<file path="config.mk">
export PLATFORM = sky130hd
export DESIGN_NAME = ped_track
export DESIGN_NICKNAME = d
export VERILOG_FILES = /design/src/rtl/ped_track.sv
export SDC_FILE = /design/constraint.sdc
export NUM_CORES = 1
export LEC_CHECK = 0
export ABC_AREA = 1
export BUFFER_PORTS_ARGS = -buffer_cell sky130_fd_sc_hd__buf_4
export CORE_MARGIN = 3
export CORE_UTILIZATION = 35
export CTS_CLUSTER_DIAMETER = 200
export CTS_CLUSTER_SIZE = 8
export DETAILED_ROUTE_END_ITERATION = 10
export PLACE_DENSITY_LB_ADDON = 0.3
export SYNTH_ARGS = -nofsm -noshare
export SYNTH_HDL_FRONTEND = slang
export SYNTH_SLANG_ARGS = --single-unit
export TNS_END_PERCENT = 50
</file>
<file path="constraint.sdc">
create_clock -name clk -period 16.65 [get_ports clk]
set_input_delay 3.33 -clock clk [delete_from_list [all_inputs] [get_ports clk]]
set_output_delay 3.33 -clock clk [all_outputs]
set_load 0.05 [all_outputs]
</file>
<file path="src/rtl/ped_track.sv">
// ped_track: pedestal tracker for one ADC channel.
//
// Averages gated ADC samples over a power-of-two window (length 2^wl,
// wl taken from wlog clamped to 1..PBITS) and updates the pedestal
// estimate at each window close according to the selected mode:
//   0 = full average, 1 = step +/-1 with small-signal gate,
//   2 = hybrid (average while unlocked, step while locked), 3 = freeze.
// A stall timeout drops lock and discards the partial window after
// 2^PBITS consecutive rejected samples in modes 1/2.
//
// Ports:
//   clk        ADC clock
//   reset      asynchronous, active-high
//   data       unsigned ADC sample (ABITS)
//   data_valid sample strobe
//   inhibit    suppresses loading of ped after a window close
//   mode       update mode (see above)
//   wlog       log2 window length, clamped to 1..PBITS
//   range      half-width of the small-signal gate
//   ped        pedestal in use (registered)
//   ped_upd    one-cycle pulse on each load of ped
//   locked     tracker stable
//   sub        signed data - ped (ABITS+1), when PED_SUB_EN is defined
//   sub_valid  qualifies sub
//
// Optional feature macro: PED_SUB_EN enables the pedestal-subtracted
// output; without it sub/sub_valid are tied to 0.

module ped_track #(
  parameter int ABITS = 12,
  parameter int PBITS = 12
) (
  input  logic             clk,
  input  logic             reset,
  input  logic [ABITS-1:0] data,
  input  logic             data_valid,
  input  logic             inhibit,
  input  logic [1:0]       mode,
  input  logic [3:0]       wlog,
  input  logic [ABITS-1:0] range,
  output logic [ABITS-1:0] ped,
  output logic             ped_upd,
  output logic             locked,
  output logic [ABITS:0]   sub,
  output logic             sub_valid
);

  localparam int SW = PBITS + ABITS;
  localparam logic [3:0]     PMAX    = 4'(PBITS);
  localparam logic [ABITS:0] MAXV    = {1'b0, {ABITS{1'b1}}};
  localparam logic [ABITS:0] ONE_A   = {{ABITS{1'b0}}, 1'b1};
  localparam logic [PBITS:0] ONE_P   = {{PBITS{1'b0}}, 1'b1};
  localparam logic [PBITS:0] TMO_LIM = {1'b1, {PBITS{1'b0}}};

  logic [ABITS-1:0] ped_s_r;
  logic [SW-1:0]    pedsum_r;
  logic [PBITS:0]   cnt_r;
  logic [3:0]       wl_r;
  logic [PBITS:0]   tmo_r;
  logic             locked_r;
  logic             close_r;
  logic [ABITS-1:0] ped_r;
  logic             ped_upd_r;

  logic [3:0]       wlog_clamp_s;
  logic [ABITS:0]   ped_ext_s;
  logic [ABITS:0]   rng_ext_s;
  logic [ABITS:0]   data_ext_s;
  logic [ABITS:0]   lo_s;
  logic [ABITS:0]   hi_sum_s;
  logic [ABITS:0]   hi_s;
  logic             in_gate_s;
  logic             acc_s;
  logic             take_s;
  logic             reject_s;
  logic [SW-1:0]    sum_next_s;
  logic [SW-1:0]    shifted_s;
  logic             round_bit_s;
  logic [PBITS:0]   cnt_next_s;
  logic [PBITS:0]   win_len_s;
  logic             close_s;
  logic [ABITS:0]   avg_s;
  logic [ABITS:0]   diff_s;
  logic             lock_ok_s;
  logic             use_avg_s;
  logic [ABITS-1:0] ped_s_next_s;
  logic [PBITS:0]   tmo_next_s;
  logic             timeout_s;

  // Clamp the requested window exponent to 1..PBITS.
  always_comb begin
    wlog_clamp_s = wlog;
    if (wlog < 4'd1) begin
      wlog_clamp_s = 4'd1;
    end else if (wlog > PMAX) begin
      wlog_clamp_s = PMAX;
    end else begin
      wlog_clamp_s = wlog;
    end
  end

  // Saturated small-signal gate bounds, evaluated one bit wider so nothing wraps.
  always_comb begin
    ped_ext_s  = {1'b0, ped_s_r};
    rng_ext_s  = {1'b0, range};
    data_ext_s = {1'b0, data};
    hi_sum_s   = ped_ext_s + rng_ext_s;
    if (ped_ext_s >= rng_ext_s) begin
      lo_s = ped_ext_s - rng_ext_s;
    end else begin
      lo_s = {(ABITS+1){1'b0}};
    end
    if (hi_sum_s > MAXV) begin
      hi_s = MAXV;
    end else begin
      hi_s = hi_sum_s;
    end
    in_gate_s = (data_ext_s > lo_s) && (data_ext_s < hi_s);
  end

  // Acceptance decision per mode; mode 2 gates only once locked.
  always_comb begin
    acc_s = 1'b0;
    case (mode)
      2'd0:    acc_s = 1'b1;
      2'd1:    acc_s = in_gate_s;
      2'd2:    acc_s = locked_r ? in_gate_s : 1'b1;
      2'd3:    acc_s = 1'b0;
      default: acc_s = 1'b0;
    endcase
    take_s   = data_valid && acc_s;
    reject_s = data_valid && !acc_s && ((mode == 2'd1) || (mode == 2'd2));
  end

  // Window accumulation, close detection, rounded average and next estimate.
  always_comb begin
    sum_next_s  = pedsum_r + {{PBITS{1'b0}}, data};
    cnt_next_s  = cnt_r + ONE_P;
    win_len_s   = ONE_P << wl_r;
    close_s     = take_s && (cnt_next_s == win_len_s);
    shifted_s   = sum_next_s >> wl_r;
    round_bit_s = sum_next_s[wl_r - 4'd1];
    avg_s       = shifted_s[ABITS:0] + {{ABITS{1'b0}}, round_bit_s};
    if (avg_s >= ped_ext_s) begin
      diff_s = avg_s - ped_ext_s;
    end else begin
      diff_s = ped_ext_s - avg_s;
    end
    lock_ok_s = (diff_s <= ONE_A);
    use_avg_s = (mode == 2'd0) || ((mode == 2'd2) && !locked_r);
    // avg never exceeds full scale, and a step only moves towards avg,
    // so both branches stay within 0..2^ABITS-1.
    if (use_avg_s) begin
      ped_s_next_s = avg_s[ABITS-1:0];
    end else if (avg_s > ped_ext_s) begin
      ped_s_next_s = ped_s_r + {{(ABITS-1){1'b0}}, 1'b1};
    end else if (avg_s < ped_ext_s) begin
      ped_s_next_s = ped_s_r - {{(ABITS-1){1'b0}}, 1'b1};
    end else begin
      ped_s_next_s = ped_s_r;
    end
    tmo_next_s = tmo_r + ONE_P;
    timeout_s  = reject_s && (tmo_next_s == TMO_LIM);
  end

  // Tracker state: accumulator, counters, estimate, lock and timeout.
  always_ff @(posedge clk or posedge reset) begin
    if (reset) begin
      ped_s_r  <= {ABITS{1'b0}};
      pedsum_r <= {SW{1'b0}};
      cnt_r    <= {(PBITS+1){1'b0}};
      wl_r     <= 4'd1;
      tmo_r    <= {(PBITS+1){1'b0}};
      locked_r <= 1'b0;
      close_r  <= 1'b0;
    end else begin
      close_r <= close_s;
      // A new window picks up wlog only while no window is in progress.
      if ((cnt_r == {(PBITS+1){1'b0}}) && (mode != 2'd3)) begin
        wl_r <= wlog_clamp_s;
      end
      if (take_s) begin
        tmo_r <= {(PBITS+1){1'b0}};
        if (close_s) begin
          pedsum_r <= {SW{1'b0}};
          cnt_r    <= {(PBITS+1){1'b0}};
          ped_s_r  <= ped_s_next_s;
          locked_r <= lock_ok_s;
        end else begin
          pedsum_r <= sum_next_s;
          cnt_r    <= cnt_next_s;
        end
      end else if (reject_s) begin
        if (timeout_s) begin
          tmo_r    <= {(PBITS+1){1'b0}};
          locked_r <= 1'b0;
          pedsum_r <= {SW{1'b0}};
          cnt_r    <= {(PBITS+1){1'b0}};
        end else begin
          tmo_r <= tmo_next_s;
        end
      end
    end
  end

  // Publish the estimate one cycle after a close unless inhibited.
  always_ff @(posedge clk or posedge reset) begin
    if (reset) begin
      ped_r     <= {ABITS{1'b0}};
      ped_upd_r <= 1'b0;
    end else if (close_r && !inhibit) begin
      ped_r     <= ped_s_r;
      ped_upd_r <= 1'b1;
    end else begin
      ped_upd_r <= 1'b0;
    end
  end

  assign ped     = ped_r;
  assign ped_upd = ped_upd_r;
  assign locked  = locked_r;

`ifdef PED_SUB_EN
  logic [ABITS:0] sub_r;
  logic           sub_valid_r;

  // Pedestal-subtracted sample, one cycle behind the input.
  always_ff @(posedge clk or posedge reset) begin
    if (reset) begin
      sub_r       <= {(ABITS+1){1'b0}};
      sub_valid_r <= 1'b0;
    end else begin
      sub_valid_r <= data_valid;
      if (data_valid) begin
        sub_r <= {1'b0, data} - {1'b0, ped_r};
      end
    end
  end

  assign sub       = sub_r;
  assign sub_valid = sub_valid_r;
`else
  assign sub       = {(ABITS+1){1'b0}};
  assign sub_valid = 1'b0;
`endif

endmodule

</file>
# --- Word-level counts from Yosys, hierarchy flattened ---
# Cells that the tools add are included.
# W data, S select, Z words.
totals:
  elab_cells: 90
  output_inout_bits: 28
  ff_bits: 81
classes:
  muxes: 28
  n_eq_ne: 7
  n_lt_le_gt_ge: 11
  n_reduce_logical: 22
  n_addsub: 11
  shifts: 2
ops:
  columns: ["operator", "n"]
  rows:
  - ["$mux W13", 10]
  - ["$mux W24", 4]
  - ["$mux W12", 3]
  - ["$add A13 B1 Y13 const B", 2]
  - ["$add A24 B12 Y24", 1]
  - ["$shr A24 B4 Y13", 1]
  - ["$add A12 B12 Y13", 1]
  - ["$add A13 B1 Y13", 1]
  - ["$eq A13 B13 Y1", 1]
  - ["$eq A13 B13 Y1 const B", 1]
  - ["$ge A13 B12 Y1", 1]
  - ["$gt A12 B13 Y1", 1]
  - ["$gt A13 B12 Y1", 1]
  - ["$gt A13 B12 Y1 const B", 1]
  - ["$le A13 B1 Y1 const B", 1]
  - ["$logic_not A13 Y1", 1]
  - ["$lt A12 B13 Y1", 1]
  - ["$lt A13 B12 Y1", 1]
  - ["$shl A1 B4 Y13 const A", 1]
  - ["$sub A12 B12 Y13", 1]
  - ["$sub A12 B13 Y13", 1]
  - ["$sub A13 B12 Y13", 1]
  - ["$add A12 B1 Y12 const B", 1]
  - ["$ge A12 B12 Y1", 1]
  - ["other kinds (21)", 42]

# --- Longest topological paths before layout ---
# Gate-level depths: netlist of run 1.
depth:
  depth_word: 14
  depth_mapped: 56
  mapped_depth_nobuf: 55

# --- Worst setup path after synthesis of run 1 ---
# Ideal clock, no wire load.
synth_timing:
  kind: "input-to-reg"
  from: "input port data[0]"
  to: "register ped_s_r[11]"
  path_buffers: 1
  t_arrival_ns: 9.446
  setup_time_ns: 0.073
  stages: 50
  setup_slack_ns: 7.131
  cell_sequence: "ha_1 inv_1 fa_1 nor2_1 inv_1 nand2_2 xnor2_1 o21ai_0 or2_2 nand2_1 nand2_1 nand3_1 inv_1 ha_1 ha_1 inv_1 nand2_1 nand2_1 [14 not listed] ha_1 nand2_1 nor2_1 a211oi_1 inv_1 a21oi_1 inv_1 a21oi_1 o21bai_1 nand2_1 inv_1 o21ai_0 nand2_1 xor2_1 inv_1 o211ai_1 nand3_1 a21oi_2"
synth_via:
  elab_chain_len: 7
  elab_cells_between_ends: 18
  cone_classes: "2 x add/sub; 4 x order compare; 1 x shift; 6 x mux; 5 x reduce/logical"
synth_rtl:
  columns: ["element", "line", "text"]
  rows:
  - ["start, declared", "35", "input logic [ABITS-1:0] data,"]
  - ["$add A24 B12 Y24 (tied with other cells)", "137", "sum_next_s = pedsum_r + {{PBITS{1'b0}}, data};"]
  - ["$bmux W1 S4 / $logic_and A1 B1 Y1 (equally long branches)", "142, 118", null]
  - ["$mux W1, on equally long branches", "142, 127", null]
  - ["$add A13 B1 Y13 / $pmux W1 S4 (equally long branches)", "143, 124", null]
  - ["$gt A13 B12 Y1 (tied with other cells)", "155", "end else if (avg_s > ped_ext_s) begin"]
  - ["$reduce_bool A3 Y1 (no line) (tied with other cells)", null, null]
  - ["$reduce_and A3 Y1 (no line) / $mux W12 (equally long branches)", null, null]
  - ["end signal, assigned", "169", "ped_s_r <= {ABITS{1'b0}};"]
  - ["end signal, assigned", "187", "ped_s_r <= ped_s_next_s;"]
  - ["end, declared", "55", "logic [ABITS-1:0] ped_s_r;"]
# Parallel ways exist; a longest one is shown, timed or not. The select of a mux whose other input is x is not followed.
# A chain may end at the register's enable or synchronous reset.

# --- Worst setup path in the final report of run 1 ---
# Ends and elaborated chain as after synthesis.

==> impl_metrics.env, run 1 <==
export IMPL_grt_pass1_wl_um=48300
export IMPL_hp_class="register to register"
export IMPL_vias_per_cell=5.15
export IMPL_critical_path_buf_inv_count=10
export IMPL_drtPass1Iterations=6
export IMPL_grt_max_degree=46
export IMPL_core_area_um2=28900
export IMPL_clockBufferDepth=2
export IMPL_start_util_pct=35.7
export IMPL_die_x_um=178
export IMPL_fin_setup_tns_ns=0
export IMPL_synth_edf_count=0
export IMPL_ant_nets=0
export IMPL_ys_warn_count=0
export IMPL_syn_cell_area_um2=10300
export IMPL_cp_required_ns=16.94
export IMPL_cp_max_fo=11
export IMPL_cap_violations=0
export IMPL_cp_slowest_cell="ha_1"
export IMPL_min_from="ped[3]"
export IMPL_cts_buffers=9
export IMPL_numClockSinks=81
export IMPL_synthMostInstantiatedCell="nand2_1"
export IMPL_die_h_um=178
export IMPL_antenna_cells=0
export IMPL_ys_types=63
export IMPL_cts_root_buf="clkbuf_16"
export IMPL_ys_flop_type="dfrtp_1"
export IMPL_cts_tree="built"
export IMPL_io_pins=62
export IMPL_clkTransAtPathRegs_ns=0.07
export IMPL_synth_seq_cells=81
export IMPL_postCtsSetupRepairBufs=0
export IMPL_drv_slew=0
export IMPL_vias=10100
export IMPL_synth_commonest_cells="nand2_1, inv_1, nand3_1"
export IMPL_status="finished clean"
export IMPL_drive_gt1_share_pct=10.9
export IMPL_htreeDepth=3
export IMPL_drc=0
export IMPL_syn_area_per_cell_um2=6.60
export IMPL_io_buffers=47
export IMPL_timing_slew_headroom_pct=24.6
export IMPL_path_common_cell="nand2_1"
export IMPL_min_period_ns=10.38
export IMPL_num_rows=62
export IMPL_crit_type="input port to register"
export IMPL_max_stage_delay_ns=0.42
export IMPL_max_freq_mhz=96.3
export IMPL_syn_to_final_growth_pct=8.43
export IMPL_rsz0062_at_grt="no"
export IMPL_first_global_vias=9618
export IMPL_skew_ns=0.0143
export IMPL_hold_viol=0
export IMPL_syn_inst=1561
export IMPL_die_area_um2=31600
export IMPL_gp_congestion=0.899
export IMPL_detail_route_wl_per_cell_um=15.1
export IMPL_grt_usage_pct=18.9
export IMPL_min_period_over_period_pct=62.4
export IMPL_ys_top_cells_by_area="dfrtp_1, nand2_1, ha_1"
export IMPL_yosysSeqAreaShare_pct=19.7
export IMPL_placedCellCount=1954
export IMPL_startpoint="data[0]"
export IMPL_worstSetupEndpointType="register"
export IMPL_r2r_start="wl_r[1]"
export IMPL_synth_largest_area_cell="dfrtp_1"
export IMPL_worst_slew_pin_slew_ns=1.13
export IMPL_drt_iter0_drc=672
export IMPL_wirelength_um=29700
export IMPL_synthArstFlopShare_pct=100
export IMPL_cts_resized=0
export IMPL_clk_latency_ns=0.36
export IMPL_antenna_found_initial=0
export IMPL_final_cells=1970
export IMPL_hold_buffers=0
export IMPL_cp_data_arrival_time_ns=10.67
export IMPL_grt_overflow=0
export IMPL_synth_top_area_share_pct=19.4
export IMPL_hpwl_um=24000
export IMPL_crit_family="simple AND/OR/NAND/NOR gates"
export IMPL_setup_viol=0
export IMPL_cp_start_kind="input port"
export IMPL_fin_nets=1729
==> kinds of logic after synthesis <==
kind of cell	synth area share, %
multiplexers	0.303
buffers and inverters	11.7
AO/OA/AOI/OAI	14.3
AND/OR/NAND/NOR	35.2
other	0.0364
XOR/XNOR	4.42
adder cells (fa/ha/maj)	14.3
flip-flops	19.7
==> registers in the layout (all words and copies together), names as in the netlist <==
register  flops
close_r       1
cnt_r        13
locked        1
ped          12
ped_s_r      12
ped_upd       1
pedsum_r     24
tmo_r        13
wl_r          4
==> per-layer routing <==
layer | track usage [%] | wire length (um)
met1 | 24.6 | 13800
met2 | 33.3 | 14200
met3 | 2.31 | 1160
met4 | 4.78 | 625
met5 | 0 | 0
==> worst reg2reg max path, delay by kind of cell, from the launching register on <==
kind                       cells  cell delay (ns)
AOI/OAI and AO/OA             14             2.47
xor gates and xnor gates       1             0.18
adders and majority gates      5             1.91
buffers and inverters         10             1.96
DFF                            1             0.99
and+or+nand+nor               13             1.28
==> worst paths after layout <==
path | slack (ns) | endpoint | depth (start not counted)
worst max-delay path | 6.27 | ped_s_r[11] | 52
worst min-delay path | 0.49 | ped[3] | 2
worst max register to register | 7.82 | ped_s_r[11] | 43
worst min register to register | 0.49 | ped[3] | 2
max in group asynchronous | 12.51 | pedsum_r[6] | 3
min in group asynchronous | 3.05 | ped_upd | 2
==> final cells by class <==
class	instances	area, um^2
well taps	384	480
clock inverters	7	76.3
clock buffers	9	225
multi-input cells	1209	7120
repair buffers	50	375
fillers	3123	17700
inverters	230	872
flip-flops and latches	81	2030
==> cells in the final DEF (no fill, tap or decap), types with 3 or more instances in the layout <==
cell and n:
o21bai_1 8, a211oi_1 3, conb_1 14, xnor2_1 13, nand3b_1 3, nand2_1 374, dfrtp_1 80, buf_4 50
and2_1 8, o21ai_0 87, clkinv_2 3, nand4_1 23, o31ai_1 4, clkbuf_16 9, a21o_1 3, nor2_1 83
nand3_2 18, a31oi_1 6, o211ai_1 8, o2111ai_1 3, fa_1 6, a21oi_2 6, nor2_4 8, inv_1 219
ha_1 108, nor2_2 11, o21ai_1 15, xor2_1 39, nand2_4 8, o22ai_1 23, a21oi_1 81, or2_2 10
nand2_2 25, inv_2 8, nand3_1 167, nor3_1 17
==> through the flow <==
stage	setup slack [ns]	hold slack, ns	area, um^2	util (%)
floorplan	7.13	0.453	10400	-
global route	5.28	0.505	11200	38.7
finish	6.27	0.486	11200	38.7
detailed placement	5.94	0.475	10900	37.7
global placement	6.21	0.470	10900	37.7
CTS	6.31	0.492	11200	38.7
Power of run 1 is left out: the tool's default activity adds up to more than one toggle a clock period on the data nets, which glitch-free logic cannot reach.
==> inputs of run 2 (changes only) <==
--- a/config.mk
+++ b/config.mk
@@ -5,7 +5,7 @@
 export SDC_FILE = /design/constraint.sdc
 export NUM_CORES = 1
 export LEC_CHECK = 0
-export ABC_AREA = 1
+export ABC_AREA = 0
 export BUFFER_PORTS_ARGS = -buffer_cell sky130_fd_sc_hd__buf_4
 export CORE_MARGIN = 3
 export CORE_UTILIZATION = 35
==> constraint.sdc (replaced) <==
create_clock -name clk -period 9.6 [get_ports clk]
set_input_delay 1.92 -clock clk [delete_from_list [all_inputs] [get_ports clk]]
set_output_delay 1.92 -clock clk [all_outputs]
set_load 0.05 [all_outputs]
==> run 2 against run 1 <==
Effect of this change:
- worst setup slack got worse by 5.9 ns
- clock skew about the same
- critical path depth shrank 15
- synthesized area rose by 4.2%
- register-to-register slack worse by 6.2 ns
- critical endpoint unchanged
- clock-buffer cell count up 1
- largest cell class unchanged
- sequential share of layout area is 3.3 points lower
- hold slack gained 0.011 ns
- sequential cell count did not move
- first-iteration DRC count rose by 43%
==> impl_metrics.env, run 2 <==
export IMPL_worstSetupEndpointType="register"
export IMPL_grt_usage_pct=22.1
export IMPL_core_area_um2=30000
export IMPL_hpwl_um=29200
export IMPL_max_stage_delay_ns=0.54
export IMPL_min_period_over_period_pct=96.0
export IMPL_fin_setup_tns_ns=0
export IMPL_io_buffers=47
export IMPL_syn_to_final_growth_pct=26.9
export IMPL_grt_overflow=0
export IMPL_synth_mux_area_share_pct=3.87
export IMPL_n_fill_cell=2987
export IMPL_worst_slew_pin_slew_ns=1.28
export IMPL_die_area_um2=32800
export IMPL_synth_simple_area_share_pct=20.7
export IMPL_clkTransAtPathRegs_ns=0.08
export IMPL_cts_tree="built"
export IMPL_cts_buffers=9
export IMPL_multi_input_area_um2=8500
export IMPL_synth_top_family_by_area="compound AO/OA/AOI/OAI gates"
export IMPL_numClockSinks=81
export IMPL_detail_route_wl_per_cell_um=19.0
export IMPL_worst_r2r_setup_slack_ns=1.62
export IMPL_ys_top_cells_by_area="dfrtp_1, ha_1, o21ai_0"
export IMPL_ant_nets=0
export IMPL_vias_per_cell=5.69
export IMPL_cp_max_fo=5
export IMPL_hold_viol=0
export IMPL_synthAdderAreaFrac_pct=13.7
export IMPL_final_common_cell="buf_4"
export IMPL_wirelength_um=37900
export IMPL_grt_max_degree=46
export IMPL_max_freq_mhz=109
export IMPL_htreeDepth=3
export IMPL_synthArstFlopShare_pct=100
export IMPL_synth_xor_area_share_pct=6.80
export IMPL_drtPass1Iterations=6
export IMPL_grtUsageMet3_pct=2.25
export IMPL_synthMostInstantiatedCell="nand2_1"
export IMPL_fin_nets=1746
export IMPL_cts_root_buf="clkbuf_16"
export IMPL_drv_slew=0
export IMPL_cap_violations=0
export IMPL_num_rows=63
export IMPL_crit_type="input port to register"
export IMPL_gp_congestion=0.954
export IMPL_syn_area_per_cell_um2=7.68
export IMPL_mostFrequentLayoutCells="buf_4, nand2_1, nor2_1"
export IMPL_reg2regPathDepth=35
export IMPL_grt_busiest_layer="met2"
export IMPL_min_path_cells=2
export IMPL_hp_class="register to register"
export IMPL_cp_slowest_cell="or4_4"
export IMPL_path_common_cell="buf_4"
export IMPL_synth_commonest_cells="nand2_1, ha_1, o21ai_0"
export IMPL_first_global_vias=10800
export IMPL_syn_inst=1398
export IMPL_synth_seq_cells=81
export IMPL_seqCellArea_um2=2030
export IMPL_synth_largest_area_cell="dfrtp_1"
export IMPL_cp_data_arrival_time_ns=9.45
export IMPL_status="finished clean"
export IMPL_die_x_um=181
export IMPL_drive_gt1_share_pct=24.5
export IMPL_antenna_found_initial=0
export IMPL_startpoint="data[4]"
export IMPL_syn_cell_area_um2=10700
export IMPL_cp_endpoint="ped_s_r[11]"
export IMPL_synth_edf_count=0
export IMPL_yosysSeqAreaShare_pct=18.9
export IMPL_synth_top_area_share_pct=18.6
export IMPL_use_met2_pct=35.8
export IMPL_grt_pass1_wl_um=59100
export IMPL_io_pins=62
export IMPL_clk_latency_ns=0.36
export IMPL_synth_compound_area_share_pct=29.0
export IMPL_hold_buffers=0
export IMPL_start_util_pct=35.9
export IMPL_cp_start_kind="input port"
export IMPL_vias=11300
export IMPL_ys_flop_type="dfrtp_1"
export IMPL_drt_iter0_drc=962
export IMPL_largest_register_ffs=24
export IMPL_final_cells=1993
export IMPL_skew_ns=0.0141
export IMPL_drc=0
export IMPL_ys_warn_count=0
export IMPL_timing_slew_headroom_pct=14.5
export IMPL_placedCellCount=1968
export IMPL_clockBufferDepth=2
export IMPL_ys_types=94
export IMPL_top_regs="pedsum_r: 24 flops, cnt_r: 13 flops, tmo_r: 13 flops"
export IMPL_setup_viol=0
export IMPL_min_period_ns=9.22
export IMPL_use_met1_pct=31.8
export IMPL_r2r_end="ped_s_r[11]"
export IMPL_cp_required_ns=9.84
export IMPL_die_h_um=181
export IMPL_regMostFlops="pedsum_r"
export IMPL_antenna_cells=0
export IMPL_r2r_start="wl_r[1]"
## run 2: cell count changes in the layout (fill, tap and decap cells not counted), sizes merged, moves of 21 or more
| cell | change |
|---|---|
| o21ai | +21 |
| xnor2 | +36 |
| nand2b | +25 |
| nand3 | -144 |
| buf | +213 |
| nand2 | -287 |
| inv | -146 |
## run 2: worst min path at each step
stage                  from           end  slack, ns
3_5_place_dp   pedsum_r[10]  pedsum_r[10]       0.48
5_1_grt        pedsum_r[10]  pedsum_r[10]       0.53
6_report       pedsum_r[10]  pedsum_r[10]       0.50
3_3_place_gp    pedsum_r[7]   pedsum_r[7]       0.48
4_1_cts        pedsum_r[10]  pedsum_r[10]       0.50
2_1_floorplan  pedsum_r[10]  pedsum_r[10]       0.45
## run 2: metrics by stage
step	utilization (%)	instance area [um^2]	worst slack, ns	hold WS (ns)
2_1_floorplan	-	10800	0.0188	0.454
3_3_place_gp	42.7	12800	-0.294	0.476
3_5_place_dp	42.7	12800	-0.564	0.485
4_1_cts	43.9	13200	0.0418	0.502
5_1_grt	45.5	13600	-0.0169	0.526
6_report	45.5	13600	0.384	0.497
## run 2: cell type report
type | count | share of cell area, %
well taps | 390 | 3.58
multi-input cells | 1156 | 62.3
inverters | 87 | 2.40
clock buffers | 10 | 1.68
clock inverters | 6 | 0.679
flip-flops and latches | 81 | 14.9
repair buffers | 263 | 14.5
## run 2: per-layer routing
metal / wire length [um] / vias up / part of all wire (%)
li1: - / 5496 / -
met3: 2090 / 54 / 5.5
met1: 17500 / 5425 / 46
met5: 0 / - / 0
met2: 17500 / 364 / 46
met4: 714 / 0 / 1.9
## run 2: logic make-up after synthesis
family / Yosys count
other cells: 1
fa+ha+maj: 114
mux: 33
buf+inv: 174
compound gates: 465
simple gates: 450
flops: 81
xor+xnor: 80
## run 2: what timing repair did
item | in CTS | in global routing
gates resized for setup | 7 | 71
endpoints found under the hold margin | 0 | 0
endpoints found under the setup margin | 1 | 4
buffers inserted | 1 | 8
pin swaps | 2 | 41
## run 2: worst max-delay path: cells and delay by family
kind,cells,cell delay (ns)
compound gates,18,3.55
xor+xnor,2,0.26
fa+ha+maj,4,1.01
buf+inv,6,0.72
simple gates,7,1.98
Power of run 2 is left out for the same reason.
